===== config.mk =====
export PLATFORM = sky130hd
export DESIGN_NAME = vdp_super_vram_arbiter
export DESIGN_NICKNAME = d
export VERILOG_FILES = /design/src/rtl/vdp_arb_pkg.sv /design/src/rtl/vdp_arb_stats.sv /design/src/rtl/vdp_super_vram_arbiter.sv
export SDC_FILE = /design/constraint.sdc
export NUM_CORES = 1
export LEC_CHECK = 0
export CAP_MARGIN = 20
export CORE_ASPECT_RATIO = 1.5
export CORE_MARGIN = 1.5
export CORE_UTILIZATION = 37
export CTS_CLUSTER_DIAMETER = 40
export DETAILED_ROUTE_END_ITERATION = 8
export PLACE_DENSITY = 0.94
export SETUP_SLACK_MARGIN = 0.3
export SLEW_MARGIN = 20
export SYNTH_ARGS = -nofsm -noshare
export SYNTH_HDL_FRONTEND = slang
export SYNTH_SLANG_ARGS = --single-unit
export TNS_END_PERCENT = 50

===== constraint.sdc =====
create_clock -name clk -period 2.8 [get_ports clk]
set_clock_uncertainty 0.1 [all_clocks]
set_input_delay 0.28 -clock clk [delete_from_list [all_inputs] [get_ports clk]]
set_output_delay 0.28 -clock clk [all_outputs]
set_load 0.02 [all_outputs]

===== src/rtl/vdp_arb_pkg.sv =====
// Shared types for the super-res VRAM slot arbiter: grant owners, FSM states,
// slot alignment constant and the CPU byte-lane helper.
package vdp_arb_pkg;

   localparam int         ADDR_W           = 17;
   localparam logic [1:0] SLOT_ISSUE_PHASE = 2'd0;

   typedef enum logic [2:0] {
      GNT_NONE,
      GNT_REFRESH,
      GNT_DISP,
      GNT_CPU,
      GNT_CMD
   } gnt_t;

   typedef enum logic [1:0] {
      IDLE,
      ISSUE,
      DATA
   } arb_state_t;

   // One-hot byte enable for a CPU byte access on a 32-bit word.
   function automatic logic [3:0] lane_be(input logic [1:0] lane);
      return 4'b0001 << lane;
   endfunction

endpackage


===== src/rtl/vdp_arb_stats.sv =====
// Saturating slot statistics for the VRAM arbiter: display, CPU, command and
// empty slots. Only instantiated when VDP_ARB_STATS_EN is defined.
module vdp_arb_stats
   import vdp_arb_pkg::*;
#(
   parameter int STAT_W = 16
) (
   input  logic              clk,
   input  logic              reset,
   input  logic              stat_clr,
   input  logic              slot_tick,
   input  gnt_t              gnt,
   output logic [STAT_W-1:0] stat_disp,
   output logic [STAT_W-1:0] stat_cpu,
   output logic [STAT_W-1:0] stat_cmd,
   output logic [STAT_W-1:0] stat_idle
);

   // Refresh slots are not counted; they are not bandwidth anyone asked for.
   always_ff @(posedge clk or posedge reset) begin
      if (reset) begin
         stat_disp <= '0;
         stat_cpu  <= '0;
         stat_cmd  <= '0;
         stat_idle <= '0;
      end else if (stat_clr) begin
         stat_disp <= '0;
         stat_cpu  <= '0;
         stat_cmd  <= '0;
         stat_idle <= '0;
      end else if (slot_tick) begin
         case (gnt)
            GNT_DISP: if (~&stat_disp) stat_disp <= stat_disp + 1'b1;
            GNT_CPU:  if (~&stat_cpu)  stat_cpu  <= stat_cpu + 1'b1;
            GNT_CMD:  if (~&stat_cmd)  stat_cmd  <= stat_cmd + 1'b1;
            GNT_NONE: if (~&stat_idle) stat_idle <= stat_idle + 1'b1;
            default:  ;
         endcase
      end
   end

endmodule


===== src/rtl/vdp_super_vram_arbiter.sv =====
// Slot arbiter for the shared 32-bit VRAM port: refresh > display (drawing window)
// > round-robin CPU/command, one access per 4-clk slot. VDP_ARB_STATS_EN adds slot counters.
module vdp_super_vram_arbiter
   import vdp_arb_pkg::*;
#(
   parameter int ADDR_W = vdp_arb_pkg::ADDR_W
`ifdef VDP_ARB_STATS_EN
   ,
   parameter int STAT_W = 16
`endif
) (
   input  logic              clk,
   input  logic              reset,
   input  logic [1:0]        slot_phase,
   input  logic              drawing,
   // Handshake: each req is a level held until its 1-clk ack (issued at phase 0 for
   // refresh, phase 1 otherwise); it must drop the clk after ack, else it is a new access.
   input  logic              refresh_req,
   output logic              refresh_ack,
   input  logic              disp_req,
   input  logic [ADDR_W-1:0] disp_addr,
   output logic              disp_ack,
   input  logic              cpu_req,
   input  logic              cpu_we,
   input  logic [ADDR_W+1:0] cpu_addr,
   input  logic [7:0]        cpu_wdata,
   output logic [7:0]        cpu_rdata,
   output logic              cpu_ack,
   input  logic              cmd_req,
   input  logic              cmd_we,
   input  logic [ADDR_W-1:0] cmd_addr,
   input  logic [31:0]       cmd_wdata,
   input  logic [3:0]        cmd_be,
   output logic [31:0]       cmd_rdata,
   output logic              cmd_ack,
   output logic [ADDR_W-1:0] mem_addr,
   output logic [31:0]       mem_wdata,
   output logic [3:0]        mem_be,
   output logic              mem_we,
   output logic              mem_oe,
   output logic              mem_refresh,
   input  logic [31:0]       mem_rdata,
   output logic [1:0]        dbg_state
`ifdef VDP_ARB_STATS_EN
   ,
   input  logic              stat_clr,
   output logic [STAT_W-1:0] stat_disp,
   output logic [STAT_W-1:0] stat_cpu,
   output logic [STAT_W-1:0] stat_cmd,
   output logic [STAT_W-1:0] stat_idle
`endif
);

   localparam logic [1:0] ST_IDLE  = IDLE;
   localparam logic [1:0] ST_ISSUE = ISSUE;
   localparam logic [1:0] ST_DATA  = DATA;

   logic [1:0]  state_q;
   gnt_t        owner_q;
   logic        owner_we_q;
   logic [1:0]  owner_lane_q;
   logic        rr_cmd_q;
   logic [7:0]  cpu_rdata_q;
   logic [31:0] cmd_rdata_q;

   logic        slot_open;
   logic        issue;
   gnt_t        gnt;
   logic        in_data;
   logic        cpu_rd_done;
   logic        cmd_rd_done;
   logic [7:0]  cpu_lane_byte;

   // ISSUE lives only in the phase-0 cycle, so it is decoded rather than registered;
   // gating with reset keeps the strobes quiet while reset is held.
   always_comb begin
      slot_open = (state_q == ST_IDLE) && (slot_phase == SLOT_ISSUE_PHASE) && !reset;
      gnt       = GNT_NONE;
      if (refresh_req)               gnt = GNT_REFRESH;
      else if (drawing && disp_req)  gnt = GNT_DISP;
      else if (cpu_req && cmd_req)   gnt = rr_cmd_q ? GNT_CMD : GNT_CPU;
      else if (cpu_req)              gnt = GNT_CPU;
      else if (cmd_req)              gnt = GNT_CMD;
   end

   assign issue     = slot_open && (gnt != GNT_NONE);
   assign dbg_state = issue ? ST_ISSUE : state_q;

   always_comb begin
      mem_addr    = '0;
      mem_wdata   = '0;
      mem_be      = '0;
      mem_we      = 1'b0;
      mem_oe      = 1'b0;
      mem_refresh = 1'b0;
      refresh_ack = 1'b0;
      if (issue) begin
         case (gnt)
            GNT_REFRESH: begin
               mem_refresh = 1'b1;
               refresh_ack = 1'b1;
            end
            GNT_DISP: begin
               mem_addr = disp_addr;
               mem_oe   = 1'b1;
            end
            GNT_CPU: begin
               mem_addr = cpu_addr[ADDR_W+1:2];
               if (cpu_we) begin
                  mem_we    = 1'b1;
                  mem_wdata = {4{cpu_wdata}};
                  mem_be    = lane_be(cpu_addr[1:0]);
               end else begin
                  mem_oe = 1'b1;
               end
            end
            GNT_CMD: begin
               mem_addr = cmd_addr;
               if (cmd_we) begin
                  mem_we    = 1'b1;
                  mem_wdata = cmd_wdata;
                  mem_be    = cmd_be;
               end else begin
                  mem_oe = 1'b1;
               end
            end
            default: ;
         endcase
      end
   end

   assign in_data       = (state_q == ST_DATA);
   assign disp_ack      = in_data && (owner_q == GNT_DISP);
   assign cpu_ack       = in_data && (owner_q == GNT_CPU);
   assign cmd_ack       = in_data && (owner_q == GNT_CMD);
   assign cpu_rd_done   = cpu_ack && !owner_we_q;
   assign cmd_rd_done   = cmd_ack && !owner_we_q;
   assign cpu_lane_byte = mem_rdata[8*owner_lane_q +: 8];

   // Read data is presented straight from VRAM during the ack clk, then held.
   assign cpu_rdata = cpu_rd_done ? cpu_lane_byte : cpu_rdata_q;
   assign cmd_rdata = cmd_rd_done ? mem_rdata : cmd_rdata_q;

   always_ff @(posedge clk or posedge reset) begin
      if (reset) begin
         state_q      <= ST_IDLE;
         owner_q      <= GNT_NONE;
         owner_we_q   <= 1'b0;
         owner_lane_q <= 2'd0;
         rr_cmd_q     <= 1'b0;
         cpu_rdata_q  <= '0;
         cmd_rdata_q  <= '0;
      end else begin
         case (state_q)
            ST_IDLE: begin
               if (issue && (gnt != GNT_REFRESH)) begin
                  state_q      <= ST_DATA;
                  owner_q      <= gnt;
                  owner_we_q   <= (gnt == GNT_CPU) ? cpu_we :
                                  (gnt == GNT_CMD) ? cmd_we : 1'b0;
                  owner_lane_q <= cpu_addr[1:0];
               end
            end
            // DATA always lasts exactly one clk, even if slot_phase jumped.
            default: begin
               state_q <= ST_IDLE;
               owner_q <= GNT_NONE;
            end
         endcase

         // The pointer only moves when the requester it favours is the one served.
         if (issue && (((gnt == GNT_CPU) && !rr_cmd_q) || ((gnt == GNT_CMD) && rr_cmd_q)))
            rr_cmd_q <= !rr_cmd_q;

         if (cpu_rd_done) cpu_rdata_q <= cpu_lane_byte;
         if (cmd_rd_done) cmd_rdata_q <= mem_rdata;
      end
   end

`ifdef VDP_ARB_STATS_EN
   vdp_arb_stats #(
      .STAT_W (STAT_W)
   ) u_stats (
      .clk       (clk),
      .reset     (reset),
      .stat_clr  (stat_clr),
      .slot_tick (slot_open),
      .gnt       (gnt),
      .stat_disp (stat_disp),
      .stat_cpu  (stat_cpu),
      .stat_cmd  (stat_cmd),
      .stat_idle (stat_idle)
   );
`else
`endif

endmodule


# After elaboration in Yosys (flattened, before gate mapping)
# Index checks and enable logic that the tools add are counted.
# Widths: inputs -> output; s select.
[classes]
add_sub_neg = 0
mul = 0
div = 0
n_lt_le_gt_ge = 0
n_eq_ne = 10
shifts = 2
mux = 35
bitwise = 0
reduce_logical = 22
[ops]
columns = ["cell", "count"]
rows = [
  ["$mux 32", 4],
  ["$pmux 32 s2", 1],
  ["$pmux 17 s3", 1],
  ["$shiftx 32x6->8", 1],
  ["$mux 3", 8],
  ["$mux 17", 1],
  ["$logic_and 1x1->1", 14],
  ["$eq 3x2->1 const B", 4],
  ["$mux 4", 3],
  ["$mux 1", 10],
  ["$mux 8", 1],
  ["$pmux 4 s2", 1],
  ["$eq 3x3->1 const B", 2],
  ["$mux 2", 3],
  ["$logic_not 2->1", 2],
  ["$shl 1x2->4 const A", 1],
  ["$eq 3x1->1 const B", 1],
  ["$logic_not 1->1", 3],
  ["$ne 3x1->1 const B", 1],
  ["$pmux 1 s3", 1],
  ["$reduce_bool 3->1", 1],
  ["$eq 2x2->1 const B", 1],
  ["$ne 2x1->1 const B", 1],
  ["$pmux 1 s2", 1],
  ["other kinds (2)", 2],
]
[totals]
reg_bits = 49
latchBits = 0
mem_bits_rw = 0
mem_bits_ro = 0
in_bits = 140
wordCells = 76
memories = 0

# Logic depth before layout (Yosys ltp)
[logic_depth]
word_depth = 10
mapped_depth = 5
mapped_depth_nobuf = 4

# Worst setup path after synthesis
# OpenSTA, ideal clock, no wires.
[synth_path]
path_kind = "reg-to-output"
from = "reg state_q[1]"
to = "out mem_addr[10]"
arrival_ns = 1.672
required_time_ns = 2.420
path_slack_ns = 0.748
stages_incl_launch_ff = 6
n_path_buf = 2
cell_sequence = "dfrtp_1 nor4_4 nand3_2 buf_6 buf_6 a31oi_1"
[synth_via]
elab_chain_len = 5
[synth_rtl]
columns = ["item", "line_no", "rtl"]
rows = [
  ["start, declared", "vdp_super_vram_arbiter.sv:58", "logic [1:0] state_q;"],
  ["start signal, assigned", "vdp_super_vram_arbiter.sv:146", "state_q <= ST_IDLE;"],
  ["start signal, assigned", "vdp_super_vram_arbiter.sv:157", "state_q <= ST_DATA;"],
  ["start signal, assigned", "vdp_super_vram_arbiter.sv:166", "state_q <= ST_IDLE;"],
  ["$logic_not 2->1", "vdp_super_vram_arbiter.sv:77", "slot_open = (state_q == ST_IDLE) && (slot_phase == SLOT_ISSUE_PHASE) && !reset;"],
  ["$logic_and 1x1->1 (2 in series)", "vdp_super_vram_arbiter.sv:77", ""],
  ["$logic_and 1x1->1", "vdp_super_vram_arbiter.sv:86", "assign issue = slot_open && (gnt != GNT_NONE);"],
  ["$mux 17", "vdp_super_vram_arbiter.sv:97", "if (issue) begin"],
  ["end, declared", "vdp_super_vram_arbiter.sv:36", "output logic [ADDR_W-1:0] mem_addr,"],
]
# Every way passes these cells.

# Worst setup path after layout
[layout_path]
from = "in disp_req"
to = "out mem_wdata[2]"
[layout_via]
elab_chain_len = 6
elab_cells_between_ends = 9
[layout_rtl]
columns = ["item", "line_no", "rtl"]
rows = [
  ["start, declared", "vdp_super_vram_arbiter.sv:20", "input logic disp_req,"],
  ["$logic_and 1x1->1 *", "vdp_super_vram_arbiter.sv:80", "else if (drawing && disp_req) gnt = GNT_DISP;"],
  ["$mux 3 *", "vdp_super_vram_arbiter.sv:80", ""],
  ["$mux 3 *", "vdp_super_vram_arbiter.sv:79", "if (refresh_req) gnt = GNT_REFRESH;"],
  ["$eq 3x3->1 (tied with other cells)", "vdp_super_vram_arbiter.sv:98", "case (gnt)"],
  ["$pmux 32 s2 / $logic_and 1x1->1 (equally long branches)", "vdp_super_vram_arbiter.sv:98, vdp_super_vram_arbiter.sv:86", ""],
  ["$mux 32 *", "vdp_super_vram_arbiter.sv:97", ""],
  ["end, declared", "vdp_super_vram_arbiter.sv:37", "output logic [31:0] mem_wdata,"],
]
# Mark *: on every way between the ends. The rest lies on a longest branch, timed or not.

==> key figures <==
Route
  • Via-per-instance ratio: 5.88
  • Vias: 4082
  • Routed wire per std cell: 20.8 µm
  • Top routing layer in use: met4
  • Final wirelength: 14400 µm
  • DRT met1 WL: 5030 µm
  • Drt pass-1 iters: 5
  • DRC viols: 0
  • Routed wl met2: 7400 µm
  • Remaining antenna violation count: 0
  • Routed met3 length: 1210 µm
  • Initial DRC count: 307

Floorplanning
  • Top-Level Pins: 242
  • CORE AREA: 8460 µm²
  • Die ar.: 9320 µm²
  • Row count: 41
  • Die Span X: 79.3 µm
  • Die Y-Extent: 117 µm
  • Initial Util: 0.382

Clock network
  • Clock sinks: 48
  • Hold-fix buffers, CTS: 0
  • CTS Buffer Depth: 2
  • H-tree levels: 2
  • Clock root buffer: clkbuf_16
  • CTS Buf Count: 5
  • Worst-path clk slew: 0.06 ns
  • Clk Latency, worst-skew pair: 0.29 ns
  • CTS tree: yes

Status
  • Status: finished, final reports clean

Pwr
  • P per Cell Area: 379 nW/µm²
  • Seq pwr share: 0.369
  • Total Power: 0.00234 W
  • Internal Power: 0.00161 W
  • Net Sw Frac: 0.312
  • Static leakage: 3.37 nW
  • Logic gate share of total power: 0.374
  • Psw: 0.000729 W
  • Clock power share: 0.258
  • Max VDD drop: 0.371 mV

Synth
  • Number of register bits inferred by synthesis: 48
  • EDFF count, synth: 0
  • Netlist cell types: 36
  • Post-Synthesis Cell Area: 3230 µm²
  • Net Count, Synth: 477
  • Synth async-reset ratio: 1.00
  • Top FF cell, synth: dfrtp_1
  • Post-synthesis instance total: 337
  • Synth top area cells: dfrtp_1 (37%), mux2_2 (14%), nand4_1 (13%)
  • Top-area cell type share of the netlist area: 0.372
  • Register area share after synthesis: 0.372
  • Mean Syn Cell Area: 9.59 µm²
  • Yosys warns: 0
  • Yosys top cell by area: dfrtp_1

Placed design
  • DP HPWL: 10900 µm
  • Final Wtd Congestion: 0.874
  • Number of port buffers: 241

Setup path
  • CP max stage cell: clkdlybuf4s50_1
  • CP Buf/Inv Count: 4
  • Crit path max fanout: 10
  • CP endpoint kind: output pin
  • Worst setup path category: input pin to output pin
  • CP delay by family, top: buffers and inverters
  • Critical Path RT: 2.42 ns
  • Crit path launch type: input pin
  • Crit path DAT: 2.12 ns
  • Max incr delay on CP: 0.51 ns
  • Most common cell on crit path: buf_4
  • Worst path cell trace: clkdlybuf4s50_1 -> a21oi_4 -> buf_4 -> nand3b_2 -> buf_4 -> a21oi_1 -> dlygate4sd2_1

STA
  • Final slew viol count: 0
  • Max transition margin: 0.593
  • Max Freq: 0.401 GHz
  • Final Hold Fails: 0
  • Worst-Margin Slew: 0.610 ns
  • Min cycle time layout: 2.50 ns
  • Final setup viols: 0
  • Min Hold Slack: 0.390 ns
  • Period utilisation layout: 0.891
  • RSZ-0062 raised after global routing: yes

GRT
  • Pin count of the biggest net entering global routing: 49
  • Initial antenna violation count: 0
  • Vias in the first global route: 4084
  • First-pass GRT wire length: 21100 µm
  • Overflow after GRT: 0
  • Overall Global Routing Usage: 0.293

Layout
  • Multi-input gate area in the final layout: 1830 µm²
  • Layout fillers: 563
  • Reg area: 1200 µm²
  • Diodes inserted: 0
  • Fin nets: 726
  • Share of cells above drive strength 1: 0.240
  • Area grow syn2layout: 90.7%

Job
  • Max cap viols: 0

Worst hold path
  • Worst hold path class: flip-flop to flip-flop
==> cell type report <==
cell class	count	share of cell area
multi-input cells	245	0.296
well taps	107	0.0217
clock buffers	7	0.0231
repair buffers	283	0.461
inverters	3	0.00183
clock inverters	1	0.00122
flip-flops and latches	48	0.195
==> worst paths after layout <==
check / from / end / slack (ns) / cells after the start
hold / removal: cmd_rdata_q[6] / cmd_rdata_q[6] / 0.39 / 1
hold reg to reg: cmd_rdata_q[6] / cmd_rdata_q[6] / 0.39 / 1
setup / recovery: disp_req / mem_wdata[2] / 0.30 / 7
max in group asynchronous: reset / owner_lane_q[0] / 1.69 / 3
setup reg to reg: state_q[1] / cmd_rdata_q[30] / 1.03 / 6
min in group asynchronous: reset / cmd_rdata_q[31] / 0.46 / 3
==> cell families after synthesis <==
group | count (synthesis) | share of synthesized area
simple gates | 128 | 0.236
compound gates | 66 | 0.116
flops | 48 | 0.372
buf+inv | 44 | 0.0700
mux | 51 | 0.206
==> registers in the layout, summed over array words and instances (netlist names) <==
| signal | flops |
|---|---|
| owner_q | 3 |
| rr_cmd_q | 1 |
| owner_we_q | 1 |
| state_q | 1 |
| owner_lane_q | 2 |
| cpu_rdata_q | 8 |
| cmd_rdata_q | 32 |
==> worst reg2reg max path, delay by kind of cell (launching register included) <==
family	cells	cell delay (ns)
multiplexers	1	0.36
buffers and inverters	3	0.51
flip-flops	1	0.40
AND/OR/NAND/NOR	2	0.26
==> synth_stat cells (2+ instances only) <==
cell type and n:
nand4_1 65, dfrtp_1 48, a21oi_1 39, mux2_2 39, a31oi_1 20, nand2_1 20
nand3_1 20, clkbuf_1 17, buf_2 10, mux4_2 8, buf_1 6, buf_6 5
nand2b_1 4, and2_1 3, buf_4 3, inv_1 3, nor2_1 3, nor2b_1 3
mux2_1 2, nor3_1 2, nor4_4 2
==> cell usage in the layout (no fill, tap or decap), types with 2 or more instances in the layout <==
master             n
buf_12             9
and2_1             3
clkbuf_16          6
mux2_2            39
mux4_2             8
dlygate4sd2_1      7
nor2_1             2
buf_6              2
mux2_1             2
nand2_1           20
nand4_1           65
a31oi_1           20
buf_2              2
clkdlybuf4s50_1  142
clkbuf_2          28
dlymetal6s2s_1    53
nand3_1           20
nand2b_1           3
inv_1              2
nor3_1             2
dfrtp_1           47
clkdlybuf4s15_1    6
a21oi_1           38
buf_4             30
nor2b_1            3
clkdlybuf4s15_2    3
nor4_4             2
==> power by group through the flow <==
stage	clock network [W]	registers [W]	logic, W
after floorplan	0	0.000827	0.000439
after global placement	0	0.000866	0.000862
after detailed placement	0	0.000876	0.000895
after CTS	0.000618	0.000863	0.000881
after global routing	0.000643	0.000876	0.000922
final	0.000603	0.000862	0.000874
==> routing by layer <==
layer / vias to the layer above / GRT usage
met1: 1921 / 0.311
met2: 295 / 0.521
li1: 1806 / -
met4: 0 / 0.174
met3: 60 / 0.0566
met5: - / 0
==> stage by stage <==
stage	area, µm²	instances	utilization	TNS, ns	setup WS [ns]
final	6170	694	0.728	0	0.305
after global routing	6170	694	0.728	0	0.287
after CTS	6070	688	0.717	0	0.0322
after detailed placement	5940	677	0.702	-0.139	-0.0781
after global placement	5940	677	0.702	-0.0924	-0.0595
after floorplan	3230	337	-	0	0.748
==> timing repair <==
| item | in CTS | in global routing |
|---|---|---|
| pin swaps | 3 | 2 |
| gates resized for setup | 64 | 123 |
| endpoints found under the setup margin | 98 | 98 |
| gates cloned | 0 | 1 |
| setup buffers | 3 | 5 |
No activity file was read; power rests on OpenSTA's default activity.
